<file path="config.mk">
export PLATFORM = sky130hd
export DESIGN_NAME = muldiv_sequencer
export DESIGN_NICKNAME = d
export VERILOG_FILES = /design/src/rtl/muldiv_sequencer.sv
export SDC_FILE = /design/constraint.sdc
export NUM_CORES = 1
export LEC_CHECK = 0
export BUFFER_PORTS_ARGS = -buffer_cell sky130_fd_sc_hd__buf_4
export CORE_UTILIZATION = 49
export DETAILED_ROUTE_END_ITERATION = 16
export PLACE_DENSITY_LB_ADDON = 0.1
export SYNTH_ARGS = -nofsm -noshare
export SYNTH_HDL_FRONTEND = slang
export SYNTH_SLANG_ARGS = --single-unit
</file>
<file path="constraint.sdc">
create_clock -name clock -period 3.3 [get_ports clock]
set_input_delay 0.165 -clock clock [delete_from_list [all_inputs] [get_ports clock]]
set_output_delay 0.165 -clock clock [all_outputs]
set_load 0.01 [all_outputs]
</file>
<file path="src/rtl/muldiv_sequencer.sv">
// muldiv_sequencer: launches the iterative multiplier or divider engine on a
// one-cycle start command. It waits for the engine's done flag, with a bounded
// wait, then strobes the HI/LO registers and returns a single done pulse.
// Divide-by-zero is caught before the divider is ever launched.
//
// state    | meaning
// ---------+-----------------------------------------------------------------
// IDLE     | waiting for start_mult / start_div
// M_LAUNCH | one-cycle mult_start pulse, wait counter cleared
// M_WAIT   | waiting for mult_done, counting toward timeout
// D_LAUNCH | one-cycle div_start pulse, wait counter cleared
// D_WAIT   | waiting for div_done, counting toward timeout
// WB       | hi_write/lo_write strobe, source chosen by the captured op type
// FIN      | done pulse after a normal writeback
// DZ       | done + div_zero, divisor was zero, nothing launched or written
// TO       | done + timeout, engine never answered, nothing written
module muldiv_sequencer #(
  parameter  int MAX_WAIT = 64,
  localparam int CW       = $clog2(MAX_WAIT + 1)
) (
  input  logic        clock,
  input  logic        reset,
  input  logic        start_mult,
  input  logic        start_div,
  input  logic [31:0] divisor,
  output logic        mult_start,
  input  logic        mult_done,
  output logic        div_start,
  input  logic        div_done,
  output logic        hilo_sel,
  output logic        hi_write,
  output logic        lo_write,
  output logic        busy,
  output logic        done,
  output logic        div_zero,
  output logic        timeout
);

  typedef enum logic [3:0] {
    IDLE     = 4'd0,
    M_LAUNCH = 4'd1,
    M_WAIT   = 4'd2,
    D_LAUNCH = 4'd3,
    D_WAIT   = 4'd4,
    WB       = 4'd5,
    FIN      = 4'd6,
    DZ       = 4'd7,
    TO       = 4'd8
  } seqState_t;

  localparam logic [CW-1:0] LAST_WAIT = CW'(MAX_WAIT - 1);

  seqState_t     state;
  seqState_t     nextState;
  logic [CW-1:0] waitCnt;
  logic [CW-1:0] nextCnt;
  logic          opIsMult;
  logic          nextOpIsMult;
  logic          waitLimit;

  // The counter stops at its terminal value, and the state then moves on, so
  // the counter cannot wrap.
  assign waitLimit = (waitCnt == LAST_WAIT);

  // State, wait counter and op-type flag registers
  always_ff @(posedge clock or posedge reset) begin
    if (reset) begin
      state    <= IDLE;
      waitCnt  <= '0;
      opIsMult <= 1'b0;
    end else begin
      state    <= nextState;
      waitCnt  <= nextCnt;
      opIsMult <= nextOpIsMult;
    end
  end

  // Next-state, counter and op-type selection
  always_comb begin
    nextState    = state;
    nextCnt      = waitCnt;
    nextOpIsMult = opIsMult;
    unique case (state)
      IDLE: begin
        // Multiply wins a simultaneous request, and the divide is dropped.
        if (start_mult) begin
          nextState    = M_LAUNCH;
          nextOpIsMult = 1'b1;
        end else if (start_div) begin
          nextOpIsMult = 1'b0;
          if (divisor == 32'd0) begin
            nextState = DZ;
          end else begin
            nextState = D_LAUNCH;
          end
        end
      end
      M_LAUNCH: begin
        nextCnt   = '0;
        nextState = M_WAIT;
      end
      D_LAUNCH: begin
        nextCnt   = '0;
        nextState = D_WAIT;
      end
      M_WAIT: begin
        if (mult_done) begin
          nextState = WB;
        end else if (waitLimit) begin
          nextState = TO;
        end else begin
          nextCnt = waitCnt + CW'(1);
        end
      end
      D_WAIT: begin
        if (div_done) begin
          nextState = WB;
        end else if (waitLimit) begin
          nextState = TO;
        end else begin
          nextCnt = waitCnt + CW'(1);
        end
      end
      WB:      nextState = FIN;
      FIN:     nextState = IDLE;
      DZ:      nextState = IDLE;
      TO:      nextState = IDLE;
      default: nextState = IDLE;
    endcase
  end

  // Moore output decode: outputs depend only on registered state and op flag
  always_comb begin
    mult_start = 1'b0;
    div_start  = 1'b0;
    hilo_sel   = 1'b0;
    hi_write   = 1'b0;
    lo_write   = 1'b0;
    busy       = 1'b1;
    done       = 1'b0;
    div_zero   = 1'b0;
    timeout    = 1'b0;
    unique case (state)
      IDLE:     busy = 1'b0;
      M_LAUNCH: begin
        mult_start = 1'b1;
        hilo_sel   = 1'b1;
      end
      M_WAIT:   hilo_sel = 1'b1;
      D_LAUNCH: div_start = 1'b1;
      D_WAIT:   ;
      WB: begin
        hi_write = 1'b1;
        lo_write = 1'b1;
        hilo_sel = opIsMult;
      end
      FIN:      done = 1'b1;
      DZ: begin
        done     = 1'b1;
        div_zero = 1'b1;
      end
      TO: begin
        done    = 1'b1;
        timeout = 1'b1;
      end
      default:  busy = 1'b0;
    endcase
  end

endmodule

</file>
# --- Word-level counts from Yosys, hierarchy flattened ---
# Index checks and enable logic that the tools add are counted.
word_totals:
  ff_bits: 12
  in_bits: 38
  elab_cells: 47
op_classes:
  mux: 21
  addsub: 1
  n_eq_ne: 12
  reduce_logical: 10
ops:
  columns: ["op", "count"]
  rows:
  - ["zero test 32 bit", 1]
  - ["one-hot mux 4 bit (6 select lines)", 1]
  - ["2-to-1 mux 7 bit", 3]
  - ["one-hot mux 7 bit (3 select lines)", 1]
  - ["2-to-1 mux 4 bit", 5]
  - ["== test 4 x 3 -> 1 bit (second input constant)", 4]
  - ["2-to-1 mux 1 bit", 9]
  - ["== test 4 x 2 -> 1 bit (second input constant)", 2]
  - ["OR reduction 8 bit", 1]
  - ["adder 7 x 1 -> 7 bit (second input constant)", 1]
  - ["== test 7 x 6 -> 1 bit (second input constant)", 1]
  - ["== test 4 x 1 -> 1 bit (second input constant)", 1]
  - ["== test 4 bit (second input constant)", 1]
  - ["zero test 4 bit", 1]
  - ["inequality test 2 bit (second input constant)", 2]
  - ["OR reduction 2 bit", 2]
  - ["2-to-1 mux 3 bit", 1]
  - ["inequality test 3 bit (second input constant)", 1]
  - ["AND reduction 3 bit", 1]
  - ["nonzero test 3 bit", 1]
  - ["OR reduction 3 bit", 1]
  - ["one-hot mux 1 bit (2 select lines)", 1]
  - ["AND reduction 2 bit", 1]
  - ["nonzero test 2 bit", 1]

# --- Longest topological paths before layout ---
# Gate-level depths: netlist of run 1.
depth:
  ltp_word: 5
  ltp_mapped: 6
  mapped_depth_nobuf: 5

# --- Least setup slack after synthesis of run 1 ---
# Ideal clock, no wire load.
synth_path:
  path_kind: "reg2reg"
  startpoint: "register waitCnt[0]"
  endpoint: "register waitCnt[0]"
  path_stages_with_launch: 6
  setup_ns: 0.125
  setup_slack_ns: 1.630
  arrival_time_ns: 1.545
  t_required_ns: 3.175
  cell_sequence: "dfrtp_1 -> ha_1 -> nand3_2 -> o32ai_4 -> a211oi_2 -> mux2_4"
synth_via:
  elab_chain_len: 4
  word_cells_on_any_way: 6
synth_rtl:
  columns: ["item", "line", "text"]
  rows:
  - ["start: declaration", "55", "logic [CW-1:0] waitCnt;"]
  - ["start signal: assignment", "73", "waitCnt <= nextCnt;"]
  - ["adder 7 x 1 -> 7 bit / == test 7 x 6 -> 1 bit (equally long branches)", "112, 121, 63", null]
  - ["2-to-1 mux 7 bit *", "109, 118", null]
  - ["2-to-1 mux 7 bit (on tied branches)", "116, 107", null]
  - ["one-hot mux 7 bit (3 select lines) *", "83", "unique case (state)"]
# Mark *: on every way between the ends. The rest lies on a longest branch, timed or not. The select of a mux whose other input is x is not followed.
# A chain may end at the register's enable or synchronous reset.

# --- Final worst setup path of run 1 ---
layout_path:
  startpoint: "register state[0]"
  endpoint: "output mult_start"
layout_via:
  elab_chain_len: 2
layout_rtl:
  columns: ["item", "line", "text"]
  rows:
  - ["start: declaration", "53", "seqState_t state;"]
  - ["start signal: assignment", "72", "state <= nextState;"]
  - ["== test 4 x 1 -> 1 bit", "143", "unique case (state)"]
  - ["2-to-1 mux 1 bit", "143", null]
  - ["end: declaration", "26", "output logic mult_start,"]
# No other way between the ends.

==> results.sh, run 1 <==
export IMPL_status="finished clean"
export IMPL_start_util_pct=51.8
export IMPL_final_common_cell="buf_4"
export IMPL_h_tree_depth=1
export IMPL_ys_ff_latch=12
export IMPL_vias=986
export IMPL_leakagePower_nw=0.615
export IMPL_dr_pass1_iters=6
export IMPL_critPathRequiredTime_ps=3130
export IMPL_setup_worst_path_class="register to output port"
export IMPL_die_width_microns=47.5
export IMPL_die_area_sq_um=2260
export IMPL_ys_seq_area_share_pct=29.6
export IMPL_cts_root_buf="clkbuf_4"
export IMPL_seqPwrFrac_pct=31.8
export IMPL_r2r_start="state[1]"
export IMPL_grt_overflow=0
export IMPL_synth_area_sq_um=1020
export IMPL_cp_slowest_cell="dfrtp_1"
export IMPL_drv_slew=0
export IMPL_cts_num_sinks=12
export IMPL_slew_headroom_pct=57.3
export IMPL_grtUsageTotal_pct=21.4
export IMPL_synth_edf_count=0
export IMPL_wl_per_cell_microns=12.8
export IMPL_hold_depth=2
export IMPL_fin_crit_ps=2070
export IMPL_drc_errors=0
export IMPL_place_hpwl_microns=1840
export IMPL_clock_power_share_pct=10.9
export IMPL_antenna_found_initial=0
export IMPL_setup_tns_ps=0
export IMPL_dp_slack_ps=1330
export IMPL_ir_drop_mv=0.323
export IMPL_switching_power_mw=0.365
export IMPL_detail_route_antenna_nets=0
export IMPL_critical_path_startpoint="state[0]"
export IMPL_syn_num_nets=150
export IMPL_holdCritStartpoint="start_mult"
export IMPL_hold_violations=0
export IMPL_p_per_area_nw_per_um2=601
export IMPL_end_kind="output port"
export IMPL_die_h_microns=47.5
export IMPL_layout_common_cells="buf_4, dfrtp_1, nor2_1"
export IMPL_grt_pass1_vias=749
export IMPL_setup_slack_ps=1230
export IMPL_std_cell_rows=16
export IMPL_hold_path_class="input port to register"
export IMPL_avgSynthCellArea_sq_um=9.15
export IMPL_rsz0062_at_grt="no"
export IMPL_cts_clk_slew_worst_paths_ps=80
export IMPL_finalClockSkew_ps=11.6
export IMPL_numCtsBuffers=3
export IMPL_cts_repair_resized=0
export IMPL_crit_fanout=11
export IMPL_p_int_mw=0.469
export IMPL_ys_types=46
export IMPL_drtIter0Drc=22
export IMPL_finalCritPeriodShare_pct=62.8
export IMPL_grt_max_degree=21
export IMPL_switching_share_pct=43.8
export IMPL_drive_gt1_share_pct=39.0
export IMPL_core_region_area_sq_um=1960
export IMPL_ios=47
export IMPL_synth_warnings=0
export IMPL_async_flop_share_pct=100
export IMPL_antenna_cells=0
export IMPL_placed_cells=177
export IMPL_cp_arrival_ps=1910
export IMPL_ctsLongestPathBuffers=2
export IMPL_max_freq_ghz=0.483
export IMPL_layoutNonFillerInstCount=181
export IMPL_slowest_delay_ps=610
export IMPL_start_kind="register"
export IMPL_rr_worst_depth=4
export IMPL_worstMarginPinSlew_ps=641
export IMPL_synth_flop_cell="dfrtp_1"
export IMPL_numPortBuffers=46
export IMPL_area_delta_synth_final_pct=36.5
export IMPL_p_comb_share_pct=57.3
export IMPL_crit_path_cell_trace="nand2b_1 > or2_1 > nor2_1 > buf_4"
export IMPL_syn_inst=111
export IMPL_cts_tree="done"
export IMPL_wl_microns=2320
export IMPL_maxCapViolations=0
export IMPL_layout_nets=195
export IMPL_worstSkewPairLatency_ps=280
export IMPL_setup_viol=0
export IMPL_gp_congestion=0.774
export IMPL_grt_pass1_wl_microns=3350
export IMPL_viasPerCell=5.45
## layer usage
metal	track usage, %	part of all wire, %
met5	0	0
met4	1.67	0
met3	5.66	5.4
met2	34.2	50
met1	30.4	45
## worst paths after layout
| path | to | slack, ps |
|---|---|---|
| worst max-delay path | mult_start | 1230 |
| worst min-delay path | opIsMult | 150 |
| worst max register to register | waitCnt[0] | 1300 |
| worst min register to register | opIsMult | 500 |
| max in group asynchronous | state[0] | 2520 |
| min in group asynchronous | opIsMult | 450 |
## per-stage QoR
stage | power (mW) | cell area (sq um) | hold slack, ps | utilization [%]
3_3_place_gp | 0.730 | 1350 | 207 | 69.0
4_1_cts | 0.841 | 1390 | 149 | 70.7
3_5_place_dp | 0.747 | 1350 | 213 | 69.0
5_1_grt | 0.903 | 1390 | 154 | 70.7
2_1_floorplan | 0.626 | 1020 | 29.7 | -
6_report | 0.833 | 1390 | 152 | 70.7
## worst max-delay path, delay by kind of cell, from the launching register on
kind | cells | cell delay (ps)
buffers and inverters | 1 | 140
DFF | 1 | 610
and+or+nand+nor | 3 | 890
## Yosys cell counts, types with 2 or more instances
| cell | count | share of area [%] |
|---|---|---|
| a21oi_1 | 3 | 1.5 |
| mux2i_1 | 5 | 4.9 |
| nand4_1 | 2 | 1.2 |
| a2111oi_2 | 2 | 3.0 |
| nor3_1 | 4 | 2.0 |
| buf_2 | 3 | 1.5 |
| clkbuf_1 | 2 | 0.74 |
| inv_1 | 4 | 1.5 |
| nand3b_1 | 4 | 3.0 |
| dfrtp_1 | 12 | 30 |
| nor2b_1 | 2 | 1.2 |
| nor2_1 | 11 | 4.1 |
| nand2b_1 | 7 | 4.3 |
| and2_1 | 2 | 1.2 |
| nand2_1 | 10 | 3.7 |
| nor4_1 | 7 | 4.3 |
| and3_1 | 2 | 1.2 |
## registers in the layout, summed over array words and instances (netlist names)
signal	flops
opIsMult	1
state	4
waitCnt	7
## timing repair
item	4_1_cts	5_1_grt
setup buffers	0	0
hold endpoints to repair	12	0
hold buffers	1	0
## cell families after synthesis
group                    count (synthesis)  share of synthesized area (%)
buffers and inverters                   11                           5.54
AND/OR/NAND/NOR                         61                           36.1
adder cells (fa/ha/maj)                  1                           1.23
XOR/XNOR                                 1                          0.862
AO/OA/AOI/OAI                           19                           20.3
multiplexers                             6                           6.40
flip-flops                              12                           29.6
## final cells by class
| type | instances | area (sq um) |
|---|---|---|
| timing repair buffer | 47 | 355 |
| clock buffer | 3 | 22.5 |
| sequential | 12 | 300 |
| inverter | 4 | 15.0 |
| multi-input combinational | 88 | 659 |
| tap | 27 | 33.8 |
| fill | 181 | 576 |
## power groups by stage
| stage | Clock [mW] | Sequential [mW] | Combinational, mW |
|---|---|---|---|
| after global routing | 0.101 | 0.274 | 0.529 |
| after detailed placement | 0 | 0.268 | 0.479 |
| after floorplan | 0 | 0.204 | 0.422 |
| after CTS | 0.0946 | 0.264 | 0.482 |
| after global placement | 0 | 0.264 | 0.466 |
| final | 0.0910 | 0.265 | 0.477 |
Note: power is estimated with default switching activity, not from simulation.
==> inputs of run 2 (changes only) <==
Settings changed: CORE_UTILIZATION 49 to 42.
Clock period 3.3 ns to 1.9 ns, I/O delays scaled along.
==> run 2 against run 1 <==
Against the previous run: combinational power rose by 99%; utilization fell by 6.6 points; cell count rose by 3.9%; final area rose by 4.2%; critical path type is now register to register; critical endpoint is now waitCnt[0]; sequential share of layout area fell by 0.86 points.
==> results.sh, run 2 (synthesis results as in run 1) <==
export IMPL_cts_clk_slew_worst_paths_ps=90
export IMPL_grt_overflow=0
export IMPL_slew_headroom_pct=68.2
export IMPL_finalClockSkew_ps=9.69
export IMPL_core_region_area_sq_um=2250
export IMPL_numPortBuffers=46
export IMPL_r2r_start="waitCnt[0]"
export IMPL_die_area_sq_um=2620
export IMPL_cts_setup_buffers=0
export IMPL_setup_tns_ps=0
export IMPL_fin_crit_ps=1760
export IMPL_p_int_mw=0.905
export IMPL_detail_route_antenna_nets=0
export IMPL_hold_path_end="opIsMult"
export IMPL_antenna_found_initial=0
export IMPL_whs_ps=78.7
export IMPL_cts_root_buf="clkbuf_4"
export IMPL_status="finished clean"
export IMPL_hold_violations=0
export IMPL_finalCritPeriodShare_pct=92.7
export IMPL_largest_register_ffs=7
export IMPL_holdCritStartpoint="start_mult"
export IMPL_ctsLongestPathBuffers=2
export IMPL_end_kind="register"
export IMPL_gp_congestion=0.849
export IMPL_largestRegisters="waitCnt: 7 flops, state: 4 flops, opIsMult: 1 flops"
export IMPL_crit_fanout=5
export IMPL_setup_viol=0
export IMPL_reg2reg_slack_ps=140
export IMPL_ios=47
export IMPL_setup_worst_path_class="register to register"
export IMPL_grt_max_degree=13
export IMPL_area_delta_synth_final_pct=42.1
export IMPL_drive_gt1_share_pct=42.5
export IMPL_drv_slew=0
export IMPL_reg2reg_to="waitCnt[0]"
export IMPL_h_tree_depth=1
export IMPL_start_kind="register"
export IMPL_worstSkewPairLatency_ps=280
export IMPL_numCtsBuffers=3
export IMPL_maxCapViolations=0
export IMPL_grt_pass1_wl_microns=3920
export IMPL_switching_share_pct=42.0
export IMPL_max_freq_ghz=0.568
export IMPL_cp_arrival_ps=1930
export IMPL_drc_errors=0
export IMPL_worstMarginPinSlew_ps=477
export IMPL_critPathRequiredTime_ps=2070
export IMPL_ir_drop_mv=0.582
export IMPL_place_hpwl_microns=1830
export IMPL_p_comb_share_pct=60.6
export IMPL_wl_per_cell_microns=12.2
export IMPL_drtIter0Drc=14
export IMPL_regMostFlops="waitCnt"
export IMPL_dr_pass1_iters=4
export IMPL_start_util_pct=45.1
export IMPL_clock_power_share_pct=13.4
export IMPL_post_route_cell_area_sq_um=1440
export IMPL_met3_usage_pct=5.65
export IMPL_grtUsageMet1_pct=26.4
export IMPL_grtUsageTotal_pct=19.7
export IMPL_die_width_microns=51.2
export IMPL_std_cell_rows=17
export IMPL_cts_tree="done"
export IMPL_grt_busiest_layer="met2"
export IMPL_layout_common_cells="buf_4, dfrtp_1, nor2_1"
export IMPL_grt_pass1_vias=934
export IMPL_die_h_microns=51.2
export IMPL_hold_depth=2
export IMPL_rr_worst_depth=5
export IMPL_viasPerCell=5.48
export IMPL_use_met2_pct=31.8
export IMPL_rsz0062_at_grt="no"
export IMPL_switching_power_mw=0.656
export IMPL_leakagePower_nw=0.650
export IMPL_wl_microns=2290
export IMPL_seqPwrFrac_pct=25.9
export IMPL_layout_nets=200
export IMPL_final_common_cell="buf_4"
export IMPL_vias=1031
export IMPL_placed_area_sq_um=1390
export IMPL_hold_path_class="input port to register"
export IMPL_cts_num_sinks=12
export IMPL_p_per_area_nw_per_um2=1080
export IMPL_antenna_cells=0
==> run 2: changes by cell type in the layout (fill, tap and decap cells not counted) <==
cell,previous run,this run
buf_4,46,51
nand2b_1,7,6
or2_4,0,1
clkbuf_8,0,1
nand2b_2,0,1
or2_1,1,0
==> run 2: critical path, cell delays in order, from the launching register on <==
cell and delay [ps]:
dfrtp_1 410, ha_1 210, nand3_2 150, o32ai_4 410, a211oi_2 170, mux2_4 310
==> run 2: area by class of cell <==
type	count	area [sq um]
well taps	28	35.0
multi-input cells	88	664
clock buffers	4	36.3
fillers	212	811
flip-flops and latches	12	300
repair buffers	52	393
inverters	4	15.0
==> run 2: worst max-delay path by stage <==
stage                    start    endpoint  slack (ps)  cells past startpoint
floorplan           waitCnt[0]  waitCnt[0]         230                      5
global placement    waitCnt[0]  waitCnt[0]         150                      5
detailed placement  waitCnt[0]  waitCnt[0]         120                      5
CTS                   state[2]  mult_start          50                      4
global route          state[1]    state[2]           3                      5
finish              waitCnt[0]  waitCnt[0]         140                      5
==> run 2: power by group through the flow <==
stage | registers, mW | logic, mW | clock network, mW
6_report | 0.405 | 0.947 | 0.210
5_1_grt | 0.418 | 1.04 | 0.227
4_1_cts | 0.403 | 0.947 | 0.216
3_5_place_dp | 0.406 | 0.939 | 0
3_3_place_gp | 0.404 | 0.911 | 0
2_1_floorplan | 0.354 | 0.734 | 0
==> run 2: metrics by stage <==
stage | utilization, % | setup WS (ps) | cells | power [mW]
6_report | 64.0 | 139 | 188 | 1.56
5_1_grt | 64.0 | 2.60 | 188 | 1.69
4_1_cts | 63.9 | 46.3 | 188 | 1.57
3_5_place_dp | 61.8 | 120 | 183 | 1.34
3_3_place_gp | 61.8 | 150 | 183 | 1.31
2_1_floorplan | - | 230 | 111 | 1.09
==> run 2: routing by layer <==
layer	vias to the layer above	share of wire, %
met2	44	47
met3	2	6.6
met1	477	46
met5	-	0
li1	508	-
met4	0	0.26
==> run 2: what timing repair did <==
action	4_1_cts	5_1_grt
hold buffers	1	0
setup endpoints to repair	1	2
gates resized for setup	1	1
gates cloned	0	0
pin swaps	0	1
endpoints found under the hold margin	12	0
